## config.mk

```make
export PLATFORM = sky130hd
export DESIGN_NAME = lsu_mem_initiator
export DESIGN_NICKNAME = d
export VERILOG_FILES = /design/src/rtl/lsu_mem_initiator.sv
export SDC_FILE = /design/constraint.sdc
export NUM_CORES = 1
export LEC_CHECK = 0
export ABC_AREA = 1
export CORE_ASPECT_RATIO = 1.5
export CORE_MARGIN = 10
export CORE_UTILIZATION = 44
export CTS_CLUSTER_DIAMETER = 150
export DETAILED_ROUTE_END_ITERATION = 8
export PLACE_DENSITY_LB_ADDON = 0.15
export SKIP_LAST_GASP = 1
export SLEW_MARGIN = 15
export SYNTH_ARGS = -nofsm -noshare
export SYNTH_HDL_FRONTEND = slang
export SYNTH_SLANG_ARGS = --single-unit
```

## constraint.sdc

```tcl
create_clock -name clk -period 4.4 [get_ports clk]
set_input_delay 0.88 -clock clk [delete_from_list [all_inputs] [get_ports clk]]
set_output_delay 0.88 -clock clk [all_outputs]
set_load 0.01 [all_outputs]
```

## src/rtl/lsu_mem_initiator.sv

```systemverilog
// lsu_mem_initiator: accepts one EXU load/store, drives the single-port data SRAM,
// and returns the aligned/extended result (or an error) to WBU.
module lsu_mem_initiator #(
  parameter int ADDR_W = 32,
  parameter int MASK_W = 8
) (
  input  logic              clk,
  input  logic              rst,
  input  logic              in_valid,
  output logic              in_ready,
  input  logic              in_is_store,
  input  logic [2:0]        in_funct3,
  input  logic [ADDR_W-1:0] in_addr,
  input  logic [31:0]       in_wdata,
  output logic              out_valid,
  input  logic              out_ready,
  output logic [31:0]       out_rdata,
  output logic              out_err,
  output logic [31:0]       mem_raddr,
  output logic              mem_r_en,
  input  logic [31:0]       mem_rdata,
  output logic [31:0]       mem_waddr,
  output logic              mem_w_en,
  output logic [MASK_W-1:0] mem_wmask,
  output logic [31:0]       mem_wdata
);
  typedef enum logic [2:0] {IDLE, LD_REQ, LD_RESP, ST_REQ, DONE} state_e;
  state_e state_q, state_d;
  logic [2:0] funct3_q;
  logic [ADDR_W-1:0] addr_q;
  logic [31:0] wdata_q, result_q, ld_val, st_data, word_addr;
  logic err_q, legal_f3, misaligned, req_err;
  logic [15:0] lane;
  logic [3:0] st_mask;

  assign legal_f3 = in_is_store ? (in_funct3 inside {3'b000, 3'b001, 3'b010})
                                : (in_funct3 inside {3'b000, 3'b001, 3'b010, 3'b100, 3'b101});
  assign misaligned = (in_funct3[1:0] == 2'b01 && in_addr[0]) ||
                      (in_funct3[1:0] == 2'b10 && in_addr[1:0] != 2'b00);
  assign req_err = !legal_f3 || misaligned;

  // Halfwords are always 2-byte aligned here, so one byte-granular shift serves both sizes.
  assign lane = 16'(mem_rdata >> {addr_q[1:0], 3'b000});
  assign ld_val = funct3_q == 3'b000 ? {{24{lane[7]}}, lane[7:0]} :
                  funct3_q == 3'b001 ? {{16{lane[15]}}, lane} :
                  funct3_q == 3'b100 ? {24'h0, lane[7:0]} :
                  funct3_q == 3'b101 ? {16'h0, lane} : mem_rdata;

  assign st_mask = funct3_q[1:0] == 2'b00 ? 4'b0001 << addr_q[1:0] :
                   funct3_q[1:0] == 2'b01 ? 4'b0011 << addr_q[1:0] : 4'b1111;
  assign st_data = (funct3_q[1:0] == 2'b00 ? {24'h0, wdata_q[7:0]} :
                    funct3_q[1:0] == 2'b01 ? {16'h0, wdata_q[15:0]} : wdata_q) << {addr_q[1:0], 3'b000};
  assign word_addr = 32'({addr_q[ADDR_W-1:2], 2'b00});

  always_ff @(posedge clk or posedge rst) begin
    if (rst) begin
      state_q  <= IDLE;
      funct3_q <= '0;
      addr_q   <= '0;
      wdata_q  <= '0;
      result_q <= '0;
      err_q    <= 1'b0;
    end else begin
      state_q <= state_d;
      if (state_q == IDLE && in_valid) begin
        funct3_q <= in_funct3;
        addr_q   <= in_addr;
        wdata_q  <= in_wdata;
        err_q    <= req_err;
        result_q <= '0;
      end
      // SRAM read data is only valid for this one cycle.
      if (state_q == LD_RESP) result_q <= ld_val;
    end
  end

  always_comb begin
    state_d = state_q;
    case (state_q)
      IDLE:            if (in_valid) state_d = req_err ? DONE : in_is_store ? ST_REQ : LD_REQ;
      LD_REQ:          state_d = LD_RESP;
      LD_RESP, ST_REQ: state_d = DONE;
      DONE:            if (out_ready) state_d = IDLE;
      default:         state_d = IDLE;
    endcase
  end

  always_comb begin
    in_ready  = state_q == IDLE;
    out_valid = state_q == DONE;
    out_rdata = out_valid ? result_q : '0;
    out_err   = out_valid && err_q;
    mem_r_en  = state_q == LD_REQ;
    mem_raddr = mem_r_en ? word_addr : '0;
    mem_w_en  = state_q == ST_REQ;
    mem_waddr = mem_w_en ? word_addr : '0;
    mem_wmask = mem_w_en ? MASK_W'(st_mask) : '0;
    mem_wdata = mem_w_en ? st_data : '0;
  end
endmodule

```

==> results of run 1 <==
-- cells in the mapped netlist (7+ instances only) --
master / instances / share of area [%]
a21oi_1: 38 / 3.1
buf_2: 28 / 2.3
buf_4: 11 / 1.3
clkbuf_1: 17 / 1.0
dfrtp_1: 103 / 42
inv_1: 116 / 7.1
inv_2: 8 / 0.49
mux2i_1: 7 / 1.1
nand2_1: 312 / 19
nand3_1: 26 / 2.1
nor2_1: 134 / 8.2
nor3_1: 16 / 1.3
o21ai_0: 73 / 5.9
o21ai_1: 17 / 1.4
o22ai_1: 9 / 0.91
-- critical path, stage by stage, from the launching register on --
cell and delay (ns):
dfrtp_1 0.68, buf_4 0.42, nand2_1 0.32, inv_1 0.26
nand2_1 0.08, a31oi_1 0.20, clkdlybuf4s50_1 0.62
-- sequential cells by signal (all words and copies together) (netlist names) --
signal,flops
result_q,32
addr_q,32
state_q,3
wdata_q,32
err_q,1
funct3_q,3
-- power groups by stage --
stage	registers (mW)	clock network, mW	logic (mW)
after floorplan	1.50	0	1.73
after global placement	1.60	0	2.27
after detailed placement	1.61	0	2.31
after CTS	1.60	0.848	2.32
after global routing	1.65	0.886	2.63
final	1.60	0.828	2.30
-- final timing paths --
kind / to / slack, ns / depth (start not counted)
setup / recovery: mem_wdata[22] / 0.58 / 6
setup reg to reg: result_q[20] / 2.09 / 9
hold reg to reg: wdata_q[30] / 0.48 / 2
hold / removal: wdata_q[30] / 0.48 / 2
min in group asynchronous: addr_q[5] / 1.03 / 2
max in group asynchronous: result_q[2] / 2.56 / 3
-- cell families (layout without fill, tap and decap cells) --
kind of cell | after synthesis | in the layout
simple gates | 496 | 496
compound gates | 141 | 141
other cells | 1 | 9
fa+ha+maj | 4 | 4
flops | 103 | 103
buf+inv | 184 | 384
mux | 7 | 7
-- routing by layer --
layer	vias up	routed length, um	GRT usage (%)
met1	2915	7850	22.7
met3	44	1750	7.63
met2	226	10900	39.7
met4	0	797	9.81
met5	-	0	0
li1	3245	-	-
-- final cells by class --
cell class | instances | area (um2) | area share (%)
multi-input cells | 656 | 2830 | 32.1
flip-flops and latches | 103 | 2580 | 29.2
repair buffers | 243 | 2410 | 27.4
inverters | 125 | 477 | 5.41
clock buffers | 11 | 253 | 2.87
well taps | 162 | 203 | 2.30
clock inverters | 5 | 56.3 | 0.639
diodes | 1 | 2.50 | 0.0284
-- per-stage QoR --
step	cell area (um2)	setup WS [ns]	util [%]
floorplan	6190	0.816	-
global route	8820	0.365	64.8
global placement	8500	1.00	62.5
finish	8820	0.583	64.8
CTS	8810	0.596	64.8
detailed placement	8500	0.992	62.5
==> results, run 1 <==
- The post-route netlist has 3.76% of its cells at a drive strength greater than 1.
- The count of endpoints failing hold in the final timing report is 0.
- The launching element of the worst setup path is addr_q[0].
- The number of antenna violations at the first check in global routing is 1.
- The standard cell core area is ~14000 um2.
- The endpoint required time on the critical path is 3.52 ns.
- The clock network is responsible for 17.5% of the overall power.
- The simple logic cell fraction of the synthesized area is between 30% and 40%.
- The library cell used most frequently in the layout, excluding fill and tap cells, is nand2_1.
- The launching element type of the critical path is a flop.
- The run finished with clean final reports.
- The site row count is 52.
- The capturing element type of the critical path is a primary output.
- The internal power of the cells totals 2.62 mW.
- The worst slew margin relative to its limit is roughly a third.
- Combinational logic burns roughly half of the power.
- The largest clock skew in the final design is around 0.0066 ns.
- The count of boundary I/O pins is 245.
- The sequential area share after synthesis is 41.8%.
- The largest fanout on the critical path is 33.
- For this run, the post-layout net count is roughly 1.2k.
- The global-route usage over all layers is roughly 22%.
- The static power due to leakage is 4.19 nW.
- The floorplan die area is 19200 um2.
- The clock-pin slew reported for the worst setup and hold paths after clock tree synthesis is roughly 0.070 ns.
- After Yosys synthesis, XOR and XNOR cells account for 0% of the synthesized area.
- For this run, design rule violations remaining after detail routing come to 0.
- Setup repair after global routing left no endpoint under its margin.
- The CTS sink count is 103.
- The count of placed standard cells in the final layout, fillers left out is roughly 1.3k.
- The synthesized design contains 103 register bits.
- At the pin with the least slew margin, the transition time is between 1 and 1.5 ns.
- Of the available clock period, the critical path in the final layout requires about 87%.
- The number of enable-type register cells in the synthesized netlist is 0.
- The effective utilization at floorplan is a little under half.
- The number of standard cells after synthesis is 936.
- On the final layout, the worst hold slack is around 0.48 ns.
- The post-cts repair resize count is 0.
- The fraction of synthesis flops using an asynchronous set or reset pin is 100%.
- The reported net switching power is 2.11 mW.
- The worst ir drop on vdd is ~0.23 mV.
- Of the total power, registers draw about 34%.
- In this run the number of H-tree levels came out at 3.
- After the first detailed-routing iteration, the DRC count stood at 225.
- Summing the areas of all fa, ha and maj instances in the mapped netlist gives less than 1% of the synthesized area.
- Entering global routing, the biggest net connects 86 pins.
- The smallest clock period supported by the final layout is computed as 3.82 ns.
- The post-CTS repair timing setup buffer count is 0.
- The area growth from synthesis to layout is 43.0%.
- The number of buffers inserted by port buffering is roughly 240.
- The TritonCTS clock tree is done.
- The startpoint-to-endpoint class of the critical path is flop to primary output.
- Among all flip-flop cells after synthesis, the most frequent one is dfrtp_1.
- The cell area after synthesis is around 6200 um2.
- The die is 117 um wide.
- Of the post-synthesis cell area, the part taken by muxes is 1.14%.
- In the layout the commonest cells are nand2_1, clkdlybuf4s50_1, nor2_1.
- The worst hold path belongs to the class flop to flop.
- The total negative setup slack is 0 ns.
- The switching share of total power is about 45%.
- The startpoint of the worst-slack reg-to-reg timing path is addr_q[0].
- The via count normalized by instance count is ~4.9.
- Detailed placement ended at an HPWL of 16.9 mm.
- The final setup violation count is 0.
- In this run the power density over the cells is about 540 nW/um2.
- The start point of the worst min-delay path is wdata_q[30].
- The later pin in the worst-skew pair is clocked with a latency of roughly 0.35 ns.
- The first global-routing pass estimated around 33 mm of wire.
- After global routing the overflow that remains totals 0.
- The average size of a mapped cell is roughly 6.6 um2.
- The clock root buffer is clkbuf_16.
- The synthesized netlist devotes between 10% and 20% of its cell area to compound gates.
- Hold repair after CTS inserted 0 buffers.
- The count of nets left with antenna violations once routing finished came out at 0.
- The fill cell instance count of the final layout is approximately 1.3k.
- The number of global-route vias before repair was about 6.5k.
- The wire length after detailed routing is roughly 21 mm.
- The total number of vias is roughly 6.4k.
- The number of cells in the design after placement is 1289.
- The number of buffers between clock root and the deepest sink is 2.
- Yosys printed 0 warnings.
- Measured along the y axis, the die boundary spans 165 um.
- After synthesis, the largest family of logic cells by area is simple AND/OR/NAND/NOR gates.
- The number of clock buffers added by TritonCTS is 9.
- The number of pins exceeding their max-slew limit in the final report is 0.
- Across the run, the number of max-cap violations was 0.
- The data arrival time of the worst path is 2.94 ns.
- For this run, the detailed router's first-pass iteration total came to 7.
- The completed layout was analyzed and its total power is about 4.7 mW.
- The placer congestion estimate is around 0.9.
- The netlist uses 25 different library cells.
- The achievable frequency is between 200 and 300 MHz.
- Dividing the detail-routed wire length by the instance count gives 16.3 um.
Power figures use the tool's default switching activity.
==> run 2, diff against run 1 <==
Settings changed: PLACE_DENSITY from default to 0.81, PLACE_DENSITY_LB_ADDON 0.15 to default, SLEW_MARGIN 15 to 10.
==> run 2 against run 1 <==
  * Via count rose by 0.30%
  * Cell count rose by 0.23%
  * Sequential power decreased by 3%
  * Register-to-register slack got worse by 0.02 ns
  * Sequential share of layout area stayed put
  * Die area did not move
==> results, run 2 (synthesis gave the netlist of run 1 again) <==
- Status: completed (unchanged).
- The number of buffers between clock root and the deepest sink is 2 (unchanged).
- The die width was 117 um (unchanged).
- The wire length after detailed routing is 21.9 mm (was 21.3 mm).
- The cell internal power dissipation was 2.60 mW (was 2.62 mW).
- The slew at the pin closest to its max-slew limit came to 1.12 ns (was 1.03 ns).
- Setup repair after global routing missed its margin: no (unchanged).
- The data arrival time of the worst path is 2.75 ns (was 2.94 ns).
- The number of antenna violations at the first check in global routing came to 1 (unchanged).
- The half-perimeter wire length of the detailed placement result is 16.9 mm (about the same).
- The CTS buffer count came to 9 (unchanged).
- The number of nets in the finished design is 1248 (was 1246).
- The number of H-tree branching levels is 3 (unchanged).
- The remaining antenna violation count is 0 (unchanged).
- The count of unresolved DRC violations after routing is 0 (unchanged).
- The number of global-route vias before repair is 6592 (was 6523).
- The proportion of power drawn by flip-flops and latches is 32.8% (was 33.9%).
- The worst ir drop on vdd is 0.305 mV (was 0.234 mV).
- The startpoint-to-endpoint class of the critical path was flop to primary output (unchanged).
- The detailed-routing iteration count for the pre-antenna-repair pass is 5 (was 7).
- The die height is 165 um (unchanged).
- The post-cts repair resize count is 0 (unchanged).
- The power consumption is 4.76 mW (was 4.73 mW).
- The final setup violation count was 0 (unchanged).
- The standard cell core area is 13600 um2 (unchanged).
- The routed wirelength normalized by instance count was 16.8 um (was 16.3 um).
- The total number of vias is 6449 (was 6430).
- The number of buffers inserted by port buffering is 236 (unchanged).
- The clock root buffer is clkbuf_16 (unchanged).
- The largest net degree at the start of global routing is 120 (was 86).
- The proportion of power drawn by the clock network is 17.1% (was 17.5%).
- The static power due to leakage was 4.18 nW (was 4.19 nW).
- The total overflow reported by the global router is 0 (unchanged).
- The total negative setup slack came to 0 ns (unchanged).
- The capturing element type of the critical path is a primary output (unchanged).
- The number of max-capacitance violations reported is 0 (unchanged).
- The TritonCTS clock tree is done (unchanged).
- The first-pass GRT wire length is 34.3 mm (was 33.3 mm).
- The CTS sink count is 103 (unchanged).
- The hold buffer count at cts is 0 (unchanged).
- The part of the cycle the worst path needs is 82.6% (was 86.7%).
- The post-CTS repair timing setup buffer count was 0 (unchanged).
- The worst slew margin relative to its limit was 25.3% (was 31.5%).
- The largest fanout on the critical path was 25 (was 33).
- The combinational power share came to 50.1% (was 48.6%).
- The clock latency reported for the late side of the worst-skew pair is 0.36 ns (was 0.35 ns).
- The number of DRC markers after the initial detailed-route iteration is 362 (was 225).
- The placer congestion estimate is 0.955 (was 0.923).
- The ratio of total power to cell area is 540 nW/um2 (was 536 nW/um2).
- The achievable frequency is 275 MHz (was 262 MHz).
- The number of pins exceeding their max-slew limit in the final report came to 0 (unchanged).
- The site row count is 52 (unchanged).
- The via count normalized by instance count is 4.93 (was 4.92).
- The growth of design area from synthesis to finish came to 43.0% (unchanged).
- The start point of the worst min-delay path is wdata_q[26] (was wdata_q[30]).
- The register-to-register setup slack is 2.07 ns (was 2.09 ns).
- The global-route usage over all layers came to 22.8% (was 22.2%).
- The count of endpoints failing hold in the final timing report is 0 (unchanged).
- The largest clock skew in the final design came to 0.00643 ns (was 0.00661 ns).
- The startpoint of the worst-slack reg-to-reg timing path is state_q[1] (was addr_q[0]).
- The count of boundary I/O pins is 245 (unchanged).
- The launching element of the worst setup path is addr_q[1] (was addr_q[0]).
- The endpoint required time on the critical path came to 3.52 ns (about the same).
- The clock-pin slew reported for the worst setup and hold paths after clock tree synthesis was 0.07 ns (about the same).
- Top library cells by usage in the layout, fill and taps aside: nand2_1, clkdlybuf4s50_1, nor2_1 (unchanged).
- The class of the tightest hold or removal check is flop to flop (unchanged).
- The commonest non-fill, non-tap cell in the layout is nand2_1 (unchanged).
- The floorplan die area is 19200 um2 (unchanged).
- The launching element type of the critical path is a flop (unchanged).
- The switching share of total power is 45.3% (was 44.6%).
- The time the worst path needs with I/O delays and setup is 3.63 ns (was 3.82 ns).
- The share of post-route cells with drive strength above 1 is 3.76% (about the same).
- The effective utilization at floorplan came to 45.3% (unchanged).
- The reported net switching power came to 2.15 mW (was 2.11 mW).
- Leading registers by flop count: addr_q (32), result_q (32), wdata_q (32) (unchanged).
## run 2: changes by cell type in the layout (fill, tap and decap cells not counted), sizes merged
cell,before,now
inv,125,127
clkinvlp,1,2
clkbuf,11,10
buf,7,9
diode,1,2
clkinv,3,1
## run 2: stage by stage
step / utilization [%] / area [um2] / hold WS [ns] / std cells / setup WS (ns)
2_1_floorplan: - / 6190 / 0.441 / 943 / 0.816
3_3_place_gp: 62.6 / 8510 / 0.454 / 1291 / 1.23
3_5_place_dp: 62.6 / 8510 / 0.459 / 1291 / 1.19
4_1_cts: 64.8 / 8810 / 0.476 / 1307 / 0.800
5_1_grt: 64.8 / 8810 / 0.490 / 1308 / 0.647
6_report: 64.8 / 8820 / 0.475 / 1309 / 0.767
## run 2: path summary, 6_finish.rpt
kind	to	cells after the start
setup reg to reg	err_q	7
min in group asynchronous	result_q[21]	2
hold / removal	wdata_q[26]	2
setup / recovery	mem_wdata[22]	6
max in group asynchronous	wdata_q[22]	3
hold reg to reg	wdata_q[26]	2
## run 2: cell type report
class	count	area (um2)
tap	162	203
inverter	125	474
fill	1187	4780
clock inverter	6	67.6
sequential	103	2580
timing repair buffer	245	2430
clock buffer	10	229
multi-input combinational	656	2830
antenna	2	5.00
## run 2: power by group through the flow
stage / clock network, mW / registers, mW / logic [mW]
after detailed placement: 0 / 1.57 / 2.37
after global routing: 0.862 / 1.61 / 2.71
after global placement: 0 / 1.57 / 2.33
after CTS: 0.829 / 1.56 / 2.39
final: 0.815 / 1.56 / 2.38
after floorplan: 0 / 1.50 / 1.73
## run 2: per-layer routing
layer  GRT usage (%)  wire [um]  vias up
met5               0          0        -
met4            12.0       1000        0
met3            7.19       1700       50
met2            40.7      11300      242
met1            23.0       7910     2905
li1                -          -     3252
## run 2: critical path, stage by stage, from the launching register on
cell             delay (ns)
dfrtp_1                0.55
inv_2                  0.42
nand2_1                0.37
inv_1                  0.21
nand2_1                0.07
a31oi_1                0.13
clkdlybuf4s50_1        0.63
==> run 3, diff against run 2 <==
Clock period 4.4 ns to 3.8 ns, I/O delays scaled along.
==> run 3 against run 2 <==
  * Register-to-register slack got worse by 0.35 ns
  * First-iteration DRC count increased by 6.6%
  * Non-clock buffer count increased by 4
  * Worst hold slack about the same
  * Largest power group unchanged
  * Via count shrank 0.42%
  * Sequential share of layout area shrank 0.083 points
  * Routed wire length down 1.5%
  * Combinational power up 17%
==> results, run 3 (synthesis gave the netlist of run 1 again) <==
- The largest clock skew in the final design is 0.00690 ns (was 0.00643 ns).
- The total number of vias came to 6422 (was 6449).
- The effective utilization at floorplan is 45.3% (unchanged).
- Status: completed (unchanged).
- The endpoint required time on the critical path was 3.04 ns (was 3.52 ns).
- The standard cell core area is 13600 um2 (unchanged).
- The capturing element type of the critical path is a primary output (unchanged).
- The power consumption was 5.52 mW (was 4.76 mW).
- The number of buffers inserted by port buffering is 236 (unchanged).
- The final setup violation count is 0 (unchanged).
- The first-pass GRT wire length is 33.4 mm (was 34.3 mm).
- The die height is 165 um (unchanged).
- The clock-pin slew reported for the worst setup and hold paths after clock tree synthesis is 0.07 ns (about the same).
- The number of nets in the finished design is 1252 (was 1248).
- The number of antenna violations at the first check in global routing is 2 (was 1).
- The class of the tightest hold or removal check is flop to flop (unchanged).
- The total negative setup slack is 0 ns (unchanged).
- The clock latency reported for the late side of the worst-skew pair is 0.34 ns (was 0.36 ns).
- The remaining antenna violation count is 0 (unchanged).
- The share of post-route cells with drive strength above 1 is 3.84% (was 3.76%).
- The number of pins exceeding their max-slew limit in the final report is 0 (unchanged).
- The data arrival time of the worst path came to 2.60 ns (was 2.75 ns).
- The largest fanout on the critical path is 25 (unchanged).
- The number of H-tree branching levels came to 3 (unchanged).
- The number of buffers between clock root and the deepest sink is 2 (unchanged).
- The number of global-route vias before repair was 6408 (was 6592).
- The global-route usage over all layers is 22.0% (was 22.8%).
- The number of max-capacitance violations reported is 0 (unchanged).
- The largest net degree at the start of global routing came to 69 (was 120).
- The via count normalized by instance count is 4.90 (was 4.93).
- The detailed-routing iteration count for the pre-antenna-repair pass is 6 (was 5).
- The count of unresolved DRC violations after routing came to 0 (unchanged).
- The site row count is 52 (unchanged).
- The startpoint of the worst-slack reg-to-reg timing path is addr_q[0] (was state_q[1]).
- For the finished layout, the period the worst path requires is ~3.4 ns.
- The floorplan die area is 19200 um2 (unchanged).
- Leading registers by flop count: addr_q (32), result_q (32), wdata_q (32) (unchanged).
- The launching element type of the critical path is a flop (unchanged).
- The TritonCTS clock tree is done (unchanged).
- The growth of design area from synthesis to finish was 43.4% (was 43.0%).
- The commonest non-fill, non-tap cell in the layout was nand2_1 (unchanged).
- The die width is 117 um (unchanged).
- The CTS buffer count is 9 (unchanged).
- The hold buffer count at cts is 0 (unchanged).
- The worst slew margin relative to its limit is 32.7% (was 25.3%).
- The achievable frequency is approximately 300 MHz.
- The worst ir drop on vdd is 0.294 mV (was 0.305 mV).
- The count of endpoints failing hold in the final timing report is 0 (unchanged).
- The final critical path takes up between 80% and 90% of the cycle.
- The count of boundary I/O pins is 245 (unchanged).
- The wire length after detailed routing was 21.6 mm (was 21.9 mm).
- The number of DRC markers after the initial detailed-route iteration was 386 (was 362).
- The CTS sink count was 103 (unchanged).
- Top library cells by usage in the layout, fill and taps aside: nand2_1, clkdlybuf4s50_1, nor2_1 (unchanged).
- The clock root buffer is clkbuf_16 (unchanged).
- The number of cells in the design after placement is 1295 (was 1291).
- The launching element of the worst setup path is addr_q[1] (unchanged).
- The post-CTS repair timing setup buffer count is 0 (unchanged).
- The count of placed standard cells in the final layout, fillers left out came to 1311 (was 1309).
- The slew at the pin closest to its max-slew limit is 1.01 ns (was 1.12 ns).
- The total overflow reported by the global router was 0 (unchanged).
- The routed wirelength normalized by instance count is 16.5 um (was 16.8 um).
- The ratio of total power to cell area is 624 nW/um2 (was 540 nW/um2).
- The start point of the worst min-delay path was wdata_q[28] (was wdata_q[26]).
- Setup repair after global routing missed its margin: no (unchanged).
- The half-perimeter wire length of the detailed placement result came to 17.0 mm (was 16.9 mm).
- The startpoint-to-endpoint class of the critical path is flop to primary output (unchanged).
- The post-cts repair resize count was 0 (unchanged).
- The static power due to leakage is 4.20 nW (was 4.18 nW).
- The placer congestion estimate is 0.930 (was 0.955).
## run 3: worst max-delay path: stages, from the launching register on
cell	delay, ns
dfrtp_1	0.55
inv_2	0.42
nand2_1	0.42
o22ai_1	0.28
clkdlybuf4s50_1	0.58
## run 3: through the flow
step	cell area (um2)	setup slack (ns)	hold slack [ns]	util, %
CTS	8840	0.447	0.477	65.0
floorplan	6190	0.336	0.441	-
global placement	8560	0.907	0.455	62.9
global route	8840	0.271	0.500	65.0
finish	8840	0.438	0.476	65.0
detailed placement	8560	0.829	0.460	62.9
## run 3: power breakdown
| group | leakage (nW) | switching, mW | internal, mW |
|---|---|---|---|
| Combinational | 2.75 | 1.82 | 0.973 |
| Sequential | 1.31 | 0.267 | 1.55 |
| Clock | 0.132 | 0.402 | 0.506 |
| Total | 4.20 | 2.49 | 3.03 |
## run 3: layout make-up
class                           count  area, um2
Fill cell                        1219       4760
Tap cell                          162        203
Inverter                          125        474
Clock buffer                       11        233
Clock inverter                      3       46.3
Multi-Input combinational cell    656       2830
Antenna cell                        2       5.00
Timing Repair Buffer              249       2470
Sequential cell                   103       2580
## run 3: worst paths after layout
kind / cells past startpoint / slack (ns) / endpoint
max: 4 / 0.44 / mem_wdata[31]
min: 2 / 0.48 / wdata_q[28]
max reg2reg: 10 / 1.72 / result_q[20]
min reg2reg: 2 / 0.48 / wdata_q[28]
max in group asynchronous: 3 / 2.21 / addr_q[26]
min in group asynchronous: 2 / 0.84 / wdata_q[7]
## run 3: layer usage
metal,up-vias,share of wire (%),global-route usage [%]
li1,3249,-,-
met1,2884,36,22.4
met2,260,53,40.6
met3,29,9.0,7.33
met4,0,2.6,7.84
met5,-,0,0
